`src/rtl/pipe_skid_stage_pkg.sv`:
```
// Shared types and helpers for the elastic pipeline stage (package pipe_pkg).
// Holds the slice state encoding, stats width and small pure helper functions.
package pipe_pkg;

  typedef enum logic [1:0] {
    SLICE_EMPTY = 2'd0,
    SLICE_ONE   = 2'd1,
    SLICE_FULL  = 2'd2
  } slice_st_e;

  localparam int STAT_W = 32;

  // Beats held by a slice in a given state.
  function automatic logic [1:0] slice_occupancy(input slice_st_e st);
    logic [1:0] occ;
    case (st)
      SLICE_ONE:  occ = 2'd1;
      SLICE_FULL: occ = 2'd2;
      default:    occ = 2'd0;
    endcase
    return occ;
  endfunction

  function automatic logic [STAT_W-1:0] sat_inc(input logic [STAT_W-1:0] value);
    return (&value) ? value : value + 1'b1;
  endfunction

endpackage

```
`src/rtl/pipe_skid_stage_if.sv`:
```
// Valid/ready beat channel carrying one packed stage bundle.
// The master drives valid/data, the slave drives ready.
interface pipe_skid_stage_if #(
  parameter int DATA_W = 32
);

  logic              valid;
  logic              ready;
  logic [DATA_W-1:0] data;

  modport master (
    output valid,
    output data,
    input  ready
  );

  modport slave (
    input  valid,
    input  data,
    output ready
  );

endinterface

```
`src/rtl/pipe_skid_stage_skid.sv`:
```
// One skid slice: main + skid register, registered upstream ready, flushable.
// Chained by pipe_skid_stage to build a DEPTH-deep elastic register.
module pipe_skid_slice
  import pipe_pkg::*;
#(
  parameter int                DATA_W     = 32,
  parameter logic [DATA_W-1:0] FLUSH_DATA = '0
) (
  input  logic              i_clk,
  input  logic              i_reset,
  input  logic              flush,
  input  logic              up_valid,
  output logic              up_ready,
  input  logic [DATA_W-1:0] up_data,
  output logic              dn_valid,
  input  logic              dn_ready,
  output logic [DATA_W-1:0] dn_data,
  output logic [1:0]        occ
);

  slice_st_e         state_reg;
  slice_st_e         state_next;
  logic [DATA_W-1:0] main_reg;
  logic [DATA_W-1:0] main_next;
  logic [DATA_W-1:0] skid_reg;
  logic [DATA_W-1:0] skid_next;
  logic              ready_reg;
  logic              up_fire;
  logic              dn_fire;

  assign up_ready = ready_reg;
  assign up_fire  = up_valid & ready_reg;
  assign dn_valid = (state_reg != SLICE_EMPTY);
  assign dn_fire  = dn_valid & dn_ready;
  assign dn_data  = main_reg;
  assign occ      = slice_occupancy(state_reg);

  always_comb begin
    state_next = state_reg;
    main_next  = main_reg;
    skid_next  = skid_reg;
    if (flush) begin
      // A beat handshaken this cycle is swallowed along with the contents.
      state_next = SLICE_EMPTY;
      main_next  = FLUSH_DATA;
      skid_next  = FLUSH_DATA;
    end else begin
      case (state_reg)
        SLICE_EMPTY: begin
          if (up_fire) begin
            state_next = SLICE_ONE;
            main_next  = up_data;
          end
        end
        SLICE_ONE: begin
          if (up_fire && dn_fire) begin
            main_next = up_data;
          end else if (up_fire) begin
            state_next = SLICE_FULL;
            skid_next  = up_data;
          end else if (dn_fire) begin
            state_next = SLICE_EMPTY;
          end
        end
        SLICE_FULL: begin
          if (dn_fire) begin
            state_next = SLICE_ONE;
            main_next  = skid_reg;
          end
        end
        default: begin
          state_next = SLICE_EMPTY;
        end
      endcase
    end
  end

  always_ff @(posedge i_clk) begin
    if (i_reset) begin
      state_reg <= SLICE_EMPTY;
      main_reg  <= FLUSH_DATA;
      skid_reg  <= FLUSH_DATA;
      ready_reg <= 1'b0;
    end else begin
      state_reg <= state_next;
      main_reg  <= main_next;
      skid_reg  <= skid_next;
      // Ready comes straight from a flop, so nothing downstream reaches it combinationally.
      ready_reg <= (state_next != SLICE_FULL);
    end
  end

endmodule

```
`src/rtl/pipe_skid_stage.sv`:
```
// Elastic pipeline register: DEPTH chained skid slices, full throughput, flush.
// Optional stall/flush statistics counters are built when PIPE_STATS_EN is defined.
module pipe_skid_stage
  import pipe_pkg::*;
#(
  parameter int                DATA_W     = 32,
  parameter int                DEPTH      = 1,
  parameter logic [DATA_W-1:0] FLUSH_DATA = '0
) (
  input  logic                             i_clk,
  input  logic                             i_reset,
  input  logic                             i_flush,
  pipe_skid_stage_if.slave                 up,
  pipe_skid_stage_if.master                dn,
  output logic [$clog2(2*DEPTH+1)-1:0]     o_count,
  output logic [STAT_W-1:0]                o_stall_cnt,
  output logic [STAT_W-1:0]                o_flush_cnt
);

  localparam int CNT_W = $clog2(2*DEPTH+1);

  logic [DEPTH:0]        link_valid;
  logic [DEPTH:0]        link_ready;
  logic [DATA_W-1:0]     link_data [DEPTH+1];
  logic [DEPTH-1:0][1:0] slice_occ;
  logic [CNT_W-1:0]      count_sum;

  assign link_valid[0]     = up.valid;
  assign link_data[0]      = up.data;
  assign up.ready          = link_ready[0] & ~i_reset;
  assign link_ready[DEPTH] = dn.ready;
  assign dn.valid          = link_valid[DEPTH];
  assign dn.data           = link_data[DEPTH];

  generate
    for (genvar gi = 0; gi < DEPTH; gi++) begin : g_slice
      pipe_skid_slice #(
        .DATA_W     (DATA_W),
        .FLUSH_DATA (FLUSH_DATA)
      ) u_slice (
        .i_clk    (i_clk),
        .i_reset  (i_reset),
        .flush    (i_flush),
        .up_valid (link_valid[gi]),
        .up_ready (link_ready[gi]),
        .up_data  (link_data[gi]),
        .dn_valid (link_valid[gi+1]),
        .dn_ready (link_ready[gi+1]),
        .dn_data  (link_data[gi+1]),
        .occ      (slice_occ[gi])
      );
    end
  endgenerate

  always_comb begin
    count_sum = '0;
    for (int i = 0; i < DEPTH; i++) begin
      count_sum = count_sum + CNT_W'(slice_occ[i]);
    end
  end

  assign o_count = count_sum;

`ifdef PIPE_STATS_EN
  logic [STAT_W-1:0] stall_cnt_reg;
  logic [STAT_W-1:0] flush_cnt_reg;

  // Reset clears the stats; flush only bumps its own counter.
  always_ff @(posedge i_clk) begin
    if (i_reset) begin
      stall_cnt_reg <= '0;
      flush_cnt_reg <= '0;
    end else begin
      if (dn.valid && !dn.ready) begin
        stall_cnt_reg <= sat_inc(stall_cnt_reg);
      end
      if (i_flush) begin
        flush_cnt_reg <= sat_inc(flush_cnt_reg);
      end
    end
  end

  assign o_stall_cnt = stall_cnt_reg;
  assign o_flush_cnt = flush_cnt_reg;
`else
  assign o_stall_cnt = '0;
  assign o_flush_cnt = '0;
`endif

endmodule

```
`src/flat_wrapper.sv`:
```
// flat-port wrapper written by rule: the top's interface ports become plain ports
module pipe_skid_stage_flat import pipe_pkg::*;
#(
  parameter int                DATA_W     = 32,
  parameter int                DEPTH      = 1,
  parameter logic [DATA_W-1:0] FLUSH_DATA = '0
)
  (i_clk, i_reset, i_flush, o_count, o_stall_cnt, o_flush_cnt, up_valid, up_data, up_ready, dn_valid, dn_data, dn_ready);
  pipe_skid_stage_if #(.DATA_W(DATA_W)) up_i ();
  pipe_skid_stage_if #(.DATA_W(DATA_W)) dn_i ();
  input  logic i_clk;
  input  logic i_reset;
  input  logic i_flush;
  output logic [$clog2(2*DEPTH+1)-1:0] o_count;
  output logic [STAT_W-1:0] o_stall_cnt;
  output logic [STAT_W-1:0] o_flush_cnt;
  input wire logic [$bits(up_i.valid)-1:0] up_valid;
  input wire logic [$bits(up_i.data)-1:0] up_data;
  output wire logic [$bits(up_i.ready)-1:0] up_ready;
  output wire logic [$bits(dn_i.valid)-1:0] dn_valid;
  output wire logic [$bits(dn_i.data)-1:0] dn_data;
  input wire logic [$bits(dn_i.ready)-1:0] dn_ready;
  assign up_i.valid = up_valid;
  assign up_i.data = up_data;
  assign up_ready = up_i.ready;
  assign dn_valid = dn_i.valid;
  assign dn_data = dn_i.data;
  assign dn_i.ready = dn_ready;
  pipe_skid_stage #(.DATA_W(DATA_W), .DEPTH(DEPTH), .FLUSH_DATA(FLUSH_DATA)) u_core (.i_clk(i_clk), .i_reset(i_reset), .i_flush(i_flush), .up(up_i), .dn(dn_i), .o_count(o_count), .o_stall_cnt(o_stall_cnt), .o_flush_cnt(o_flush_cnt));
endmodule
```
`config.mk`:
```
export PLATFORM = sky130hd
export DESIGN_NAME = pipe_skid_stage_flat
export DESIGN_NICKNAME = d
export VERILOG_FILES = /design/src/rtl/pipe_skid_stage_pkg.sv /design/src/rtl/pipe_skid_stage_if.sv /design/src/rtl/pipe_skid_stage_skid.sv /design/src/rtl/pipe_skid_stage.sv /design/src/flat_wrapper.sv
export SDC_FILE = /design/constraint.sdc
export NUM_CORES = 1
export LEC_CHECK = 0
export ABC_AREA = 1
export CAP_MARGIN = 20
export CORE_MARGIN = 2
export CORE_UTILIZATION = 44
export CTS_CLUSTER_DIAMETER = 40
export DETAILED_ROUTE_END_ITERATION = 8
export HOLD_SLACK_MARGIN = 0.02
export PLACE_DENSITY = 0.83
export SLEW_MARGIN = 20
export SYNTH_ARGS = -nofsm -noshare
export SYNTH_HDL_FRONTEND = slang
export SYNTH_HIERARCHICAL = 1
export SYNTH_SLANG_ARGS = --single-unit
export TNS_END_PERCENT = 1
```
`constraint.sdc`:
```
create_clock -name i_clk -period 1.6 [get_ports i_clk]
set_clock_uncertainty 0.2 [all_clocks]
set_input_delay 0.16 -clock i_clk [delete_from_list [all_inputs] [get_ports i_clk]]
set_output_delay 0.16 -clock i_clk [all_outputs]
set_load 0.02 [all_outputs]
```
==> impl_metrics.csv, run 1 <==
group,metric,value,unit
synthesis,avgSynthCellArea,6.26,sq um
synthesis,synth_ff_type,"dfxtp_1",
place,gp_congestion,0.740,
synthesis,synth.most_common_cell,"nand2_1",
floorplan,die_h,93.9,um
place,portBuffers,72,
clocking,ctsHoldBuffers,0,
grt,grt_pass1_wl,12.1,mm
pwr,peakVddDrop,0.000567,V
synthesis,seq_area_frac_synth,37.7,%
clocking,clk_path_buf_depth,2,
routing,dr.pass1.iters,4,
pwr,seqPwrFrac,49.5,%
clocking,postCtsSetupBuffers,0,
routing,dr_total_vias,3200,
clocking,worstSkewPairLatency,330,ps
clocking,h-tree-depth,3,
routing,ant_nets,0,
synthesis,yosys_register_bits,67,
cells_and_area,area_delta_synth_final,21.9,%
critical_path,setup.worst_path.start,"u_core/g_slice[0].u_slice/state_reg[0]",
clocking,numCtsBuffers,9,
min_path,hp-class,"in -> reg",
clocking,cts_tree,"done",
timing,rsz0062_at_grt,"false",
routing,dr.first_iter.drc_count,86,
grt,overflow,0,
synthesis,async_flop_share,0,%
timing,fin_crit_sh,93.4,%
synthesis,syn_inst,569,
floorplan,ios,137,
critical_path,startpoint_type,"flip-flop",
synthesis,synth_top_area_share,37.7,%
synthesis,ys_types,20,
routing,drc,0,
cells_and_area,final_nets,674,
timing,report.final.slew_viol_count,0,
floorplan,floorplan.rows,32,
timing,fin_crit,1490,ps
run,drv_cap,0,
synthesis,synth.top_cells.by_area,"dfxtp_1 38%, nand2_1 18%, buf_4 14%",
min_path,hp-start,"up_data[16]",
synthesis,synth_top_cells_by_count,"168 x nand2_1, 131 x nor2_1, 68 x buf_4, 68 x inv_1, 67 x dfxtp_1",
timing,clock.fmax,669,MHz
cells_and_area,n_antenna_cell,0,
routing,vias_per_cell,4.31,
cells_and_area,drive_gt1_share,5.77,%
synthesis,yosysWarnings,6,
critical_path,crit_type,"reg -> out",
routing,routed_wl,6.96,mm
pwr,swShare,28.4,%
place,dpl_cell_area,4210,sq um
synthesis,synth_edf_count,0,
critical_path,end_kind,"primary output",
floorplan,dieArea,8830,sq um
critical_path,critPathRequiredTime,1240,ps
routing,wl_per_cell,9.37,um
critical_path,crit_fanout,6,
pwr,clock_power_share,34.9,%
place,dp_hpwl,4.96,mm
pwr,pwr-share-comb,15.6,%
cells_and_area,final_core_util,55.8,%
clocking,clock-root-buffer,"clkbuf_8",
pwr,leakagePower,2.46,nW
floorplan,start_util,45.8,%
pwr,switching_power,0.984,mW
cells_and_area,design_area,4340,sq um
synthesis,netlist_area,3560,sq um
clocking,clk_pin_slew,70,ps
critical_path,cp.arrival,1130,ps
clocking,cts_sinks,67,
synthesis,yosysTopAreaCell,"dfxtp_1",
grt,grt_use_total,16.8,%
timing,holdWs,236,ps
grt,grt_max_degree,37,
grt,antenna_found_initial,0,
grt,grt_pass1_vias,2931,
timing,setup_viol,0,
pwr,intPower,2.48,mW
timing,final_hold_viol_count,0,
pwr,pwr_density_cell,798,nW/um^2
critical_path,crit-reg2reg-launch,"u_core/g_slice[0].u_slice/state_reg[1]",
outcome,status,"finished clean",
timing,fin_setup_tns,0,ps
floorplan,fp.coreArea,7770,sq um
floorplan,fp.dieW,93.9,um
-- path summary, 6_finish.rpt --
| check | to | cells past startpoint | slack [ps] |
|---|---|---|---|
| setup / recovery | o_count[1] | 4 | 110 |
| hold / removal | u_core/g_slice[0].u_slice/skid_reg[16] | 3 | 240 |
| setup reg to reg | u_core/g_slice[0].u_slice/dn_data[14] | 6 | 120 |
| hold reg to reg | u_core/g_slice[0].u_slice/dn_data[5] | 4 | 310 |
-- timing repair --
item / 4_1_cts / 5_1_grt
resized for setup: 38 / 5
setup endpoints to repair: 36 / 2
hold endpoints to repair: 0 / 0
cloned: 0 / 0
-- final cells by class --
cell class                      instances  area, sq um
Clock buffer                           10          138
Clock inverter                          5         30.0
Fill cell                             765         3430
Inverter                               70          263
Multi-Input combinational cell        405         1590
Sequential cell                        67         1350
Tap cell                              102          128
Timing Repair Buffer                   84          838
-- layer usage --
layer | global-route usage [%] | vias to the layer above | share of wire (%)
met1 | 18.6 | 1413 | 42
met5 | 0 | - | 0
met2 | 30.7 | 109 | 50
li1 | - | 1666 | -
met4 | 7.00 | 0 | 1.6
met3 | 3.85 | 12 | 6.3
-- layout by cell type (no fill, tap or decap), types with 2 or more instances in the layout --
cell type and instances:
nor2_1 130, clkinv_2 3, clkdlybuf4s50_1 36, clkinvlp_4 2
o21ai_0 23, clkbuf_8 10, dfxtp_4 2, a21oi_1 2
buf_12 6, nand2_1 167, dlygate4sd2_1 34, inv_2 2
conb_1 64, inv_1 68, buf_4 6, dfxtp_1 65
nand2_2 2, o21ai_1 11
-- power groups by stage --
stage,sequential (mW),combinational [mW],clock [mW]
2_1_floorplan,1.79,0.420,0
3_3_place_gp,1.75,0.550,0
3_5_place_dp,1.76,0.561,0
4_1_cts,1.72,0.541,1.25
5_1_grt,1.72,0.603,1.31
6_report,1.71,0.541,1.21
-- critical path, stage by stage (launching register included) --
cell and delay [ps]:
dfxtp_4 360, inv_2 60, nand2_2 50, inv_1 50, clkdlybuf4s15_1 290
-- cell families after synthesis --
logic type / after synthesis / share of synthesized area (%)
and+or+nand+nor: 304 / 32.5
other: 1 / 0.105
buffers and inverters: 160 / 24.5
DFF: 67 / 37.7
AOI/OAI and AO/OA: 37 / 5.24
-- metrics by stage --
step	power, mW	setup slack [ps]	instances
after floorplan	2.21	248	632
after global placement	2.30	-64.8	728
after detailed placement	2.32	-151	728
after CTS	3.51	-6.08	743
after global routing	3.63	30.2	743
final	3.46	105	743
No activity file was read; power rests on OpenSTA's default activity.
==> run 2: changes to the inputs <==
GPL_ROUTABILITY_DRIVEN = 0   (was default)
SKIP_LAST_GASP = 1   (was default)
==> run 2 against run 1 <==
Against the previous run:
- non-clock buffer count did not move
- via count fell by 0.41%
- sequential share of layout area fell by 0.40 points
- hold slack got worse by 0.76 ps
- worst setup slack got worse by 160 ps
- the flow now finishes with violations (negative setup slack)
- register-to-register slack improved by 20 ps
- critical path depth fell by 3
- count of clock-buffer cells in the layout did not move
- die area did not move
- critical endpoint is now dn_data[21]
- sequential power barely moved
==> impl_metrics.csv, run 2 (synthesis gave the netlist of run 1 again) <==
group,metric,value,unit
place,dpl.cell_count,728,
clocking,worstSkewPairLatency,330,ps
grt,grt_use_total,16.8,%
timing,fin_crit_sh,103,%
cells_and_area,ff_latch_area,1340,sq um
critical_path,path_buf_inv,1,
floorplan,dieArea,8830,sq um
clocking,clock-root-buffer,"clkbuf_8",
critical_path,crit_slowest_cell,"clkdlybuf4s50_1",
cells_and_area,layout_common_cells,"167 x nand2_1, 130 x nor2_1, 68 x inv_1, 67 x clkdlybuf4s50_1, 65 x dfxtp_1",
cells_and_area,multi_input_area,1590,sq um
timing,fin_setup_tns,-706,ps
timing,final_hold_viol_count,0,
outcome,violations,"negative setup slack",
critical_path,critical_path_depth,1,
timing,setup_viol,30,
routing,dr.pass1.iters,4,
critical_path,slowest_delay,610,ps
clocking,h-tree-depth,3,
clocking,cts_sinks,67,
critical_path,critPathRequiredTime,1240,ps
clocking,ctsHoldBuffers,0,
pwr,p_total,3.48,mW
floorplan,die_h,93.9,um
critical_path,crit-reg2reg-launch,"u_core/g_slice[0].u_slice/state_reg[1]",
cells_and_area,fin_cells,743,
floorplan,fp.dieW,93.9,um
routing,routed_wl,6.92,mm
clocking,clk_pin_slew,70,ps
min_path,hp-class,"in -> reg",
floorplan,floorplan.rows,32,
clocking,postCtsSetupBuffers,0,
floorplan,fp.coreArea,7770,sq um
grt,grt_pass1_vias,2951,
cells_and_area,num-fill-cells,745,
timing,clock.fmax,606,MHz
floorplan,ios,137,
outcome,status,"finished with violations",
cells_and_area,final_nets,674,
grt,grt_max_degree,37,
timing,fin_crit,1650,ps
clocking,clk_path_buf_depth,2,
timing,rsz0062_at_grt,"true",
timing,report.final.slew_viol_count,0,
place,dp_hpwl,4.96,mm
critical_path,end_kind,"primary output",
routing,ant_nets,0,
cells_and_area,drive_gt1_share,5.62,%
clocking,cts_tree,"done",
critical_path,reg2reg_depth,6,
routing,drc,0,
timing,holdWs,236,ps
pwr,pwr_density_cell,795,nW/um^2
critical_path,critPathTopFamily,"buffers and inverters",
pwr,leakagePower,2.34,nW
min_path,hp-start,"up_data[16]",
clocking,numCtsBuffers,9,
critical_path,startpoint_type,"flip-flop",
pwr,peakVddDrop,0.000568,V
critical_path,crit_fanout,2,
cells_and_area,area_delta_synth_final,23.0,%
critical_path,cp.arrival,1290,ps
cells_and_area,final_common_cell,"nand2_1",
min_path,holdPathStages,3,
floorplan,start_util,45.8,%
critical_path,setup.worst_path.start,"u_core/g_slice[0].u_slice/dn_data[21]",
grt,overflow,0,
critical_path,crit_type,"reg -> out",
routing,vias_per_cell,4.29,
cells_and_area,n_antenna_cell,0,
grt,antenna_found_initial,0,
timing,setup_ws,-50.9,ps
critical_path,path_cells,"clkdlybuf4s50_1",
routing,dr_total_vias,3187,
routing,dr.first_iter.drc_count,118,
run,drv_cap,0,
routing,wl_per_cell,9.31,um
grt,grt_pass1_wl,12.1,mm
place,portBuffers,72,
[run 2: changes by cell type in the layout (fill, tap and decap cells not counted), sizes merged]
cell,delta
dlymetal6s2s,+1
dlygate4sd2,-30
clkdlybuf4s15,-1
clkbuf,-1
clkdlybuf4s50,+31
[run 2: path summary, 6_finish.rpt]
kind,endpoint,slack [ps]
setup / recovery,dn_data[21],-50
hold / removal,u_core/g_slice[0].u_slice/skid_reg[16],240
setup reg to reg,u_core/g_slice[0].u_slice/dn_data[14],140
hold reg to reg,u_core/g_slice[0].u_slice/dn_data[5],310
[run 2: cell type report]
cell class              count  area share (%)
inverters                  70            6.00
flip-flops and latches     67            30.7
multi-input cells         405            36.4
clock buffers              10            3.14
clock inverters             5           0.686
repair buffers             84            20.2
well taps                 102            2.92
[run 2: power by group]
group,switching [mW],internal (mW)
clock,0.617,0.587
sequential,0.0165,1.70
combinational,0.347,0.213
total,0.980,2.50
[run 2: metrics by stage]
stage	instance area [sq um]	utilization [%]	setup WS [ps]
global placement	4210	54.2	-64.8
detailed placement	4210	54.2	-151
global route	4380	56.4	-105
CTS	4370	56.3	-86.9
finish	4380	56.4	-50.9
floorplan	3800	-	248
[run 2: per-layer routing]
layer  vias to the layer above  track usage, %  wire, um
met1                      1403            18.6      2850
met2                       105            30.8      3500
li1                       1667               -         -
met4                         0            7.00       108
met3                        12            3.85       458
met5                         -               0         0
[run 2: timing repair]
action / in CTS / in global routing
setup endpoints to repair: 36 / 58
cloned: 0 / 0
gates resized for setup: 5 / 2
pin swaps: 0 / 0
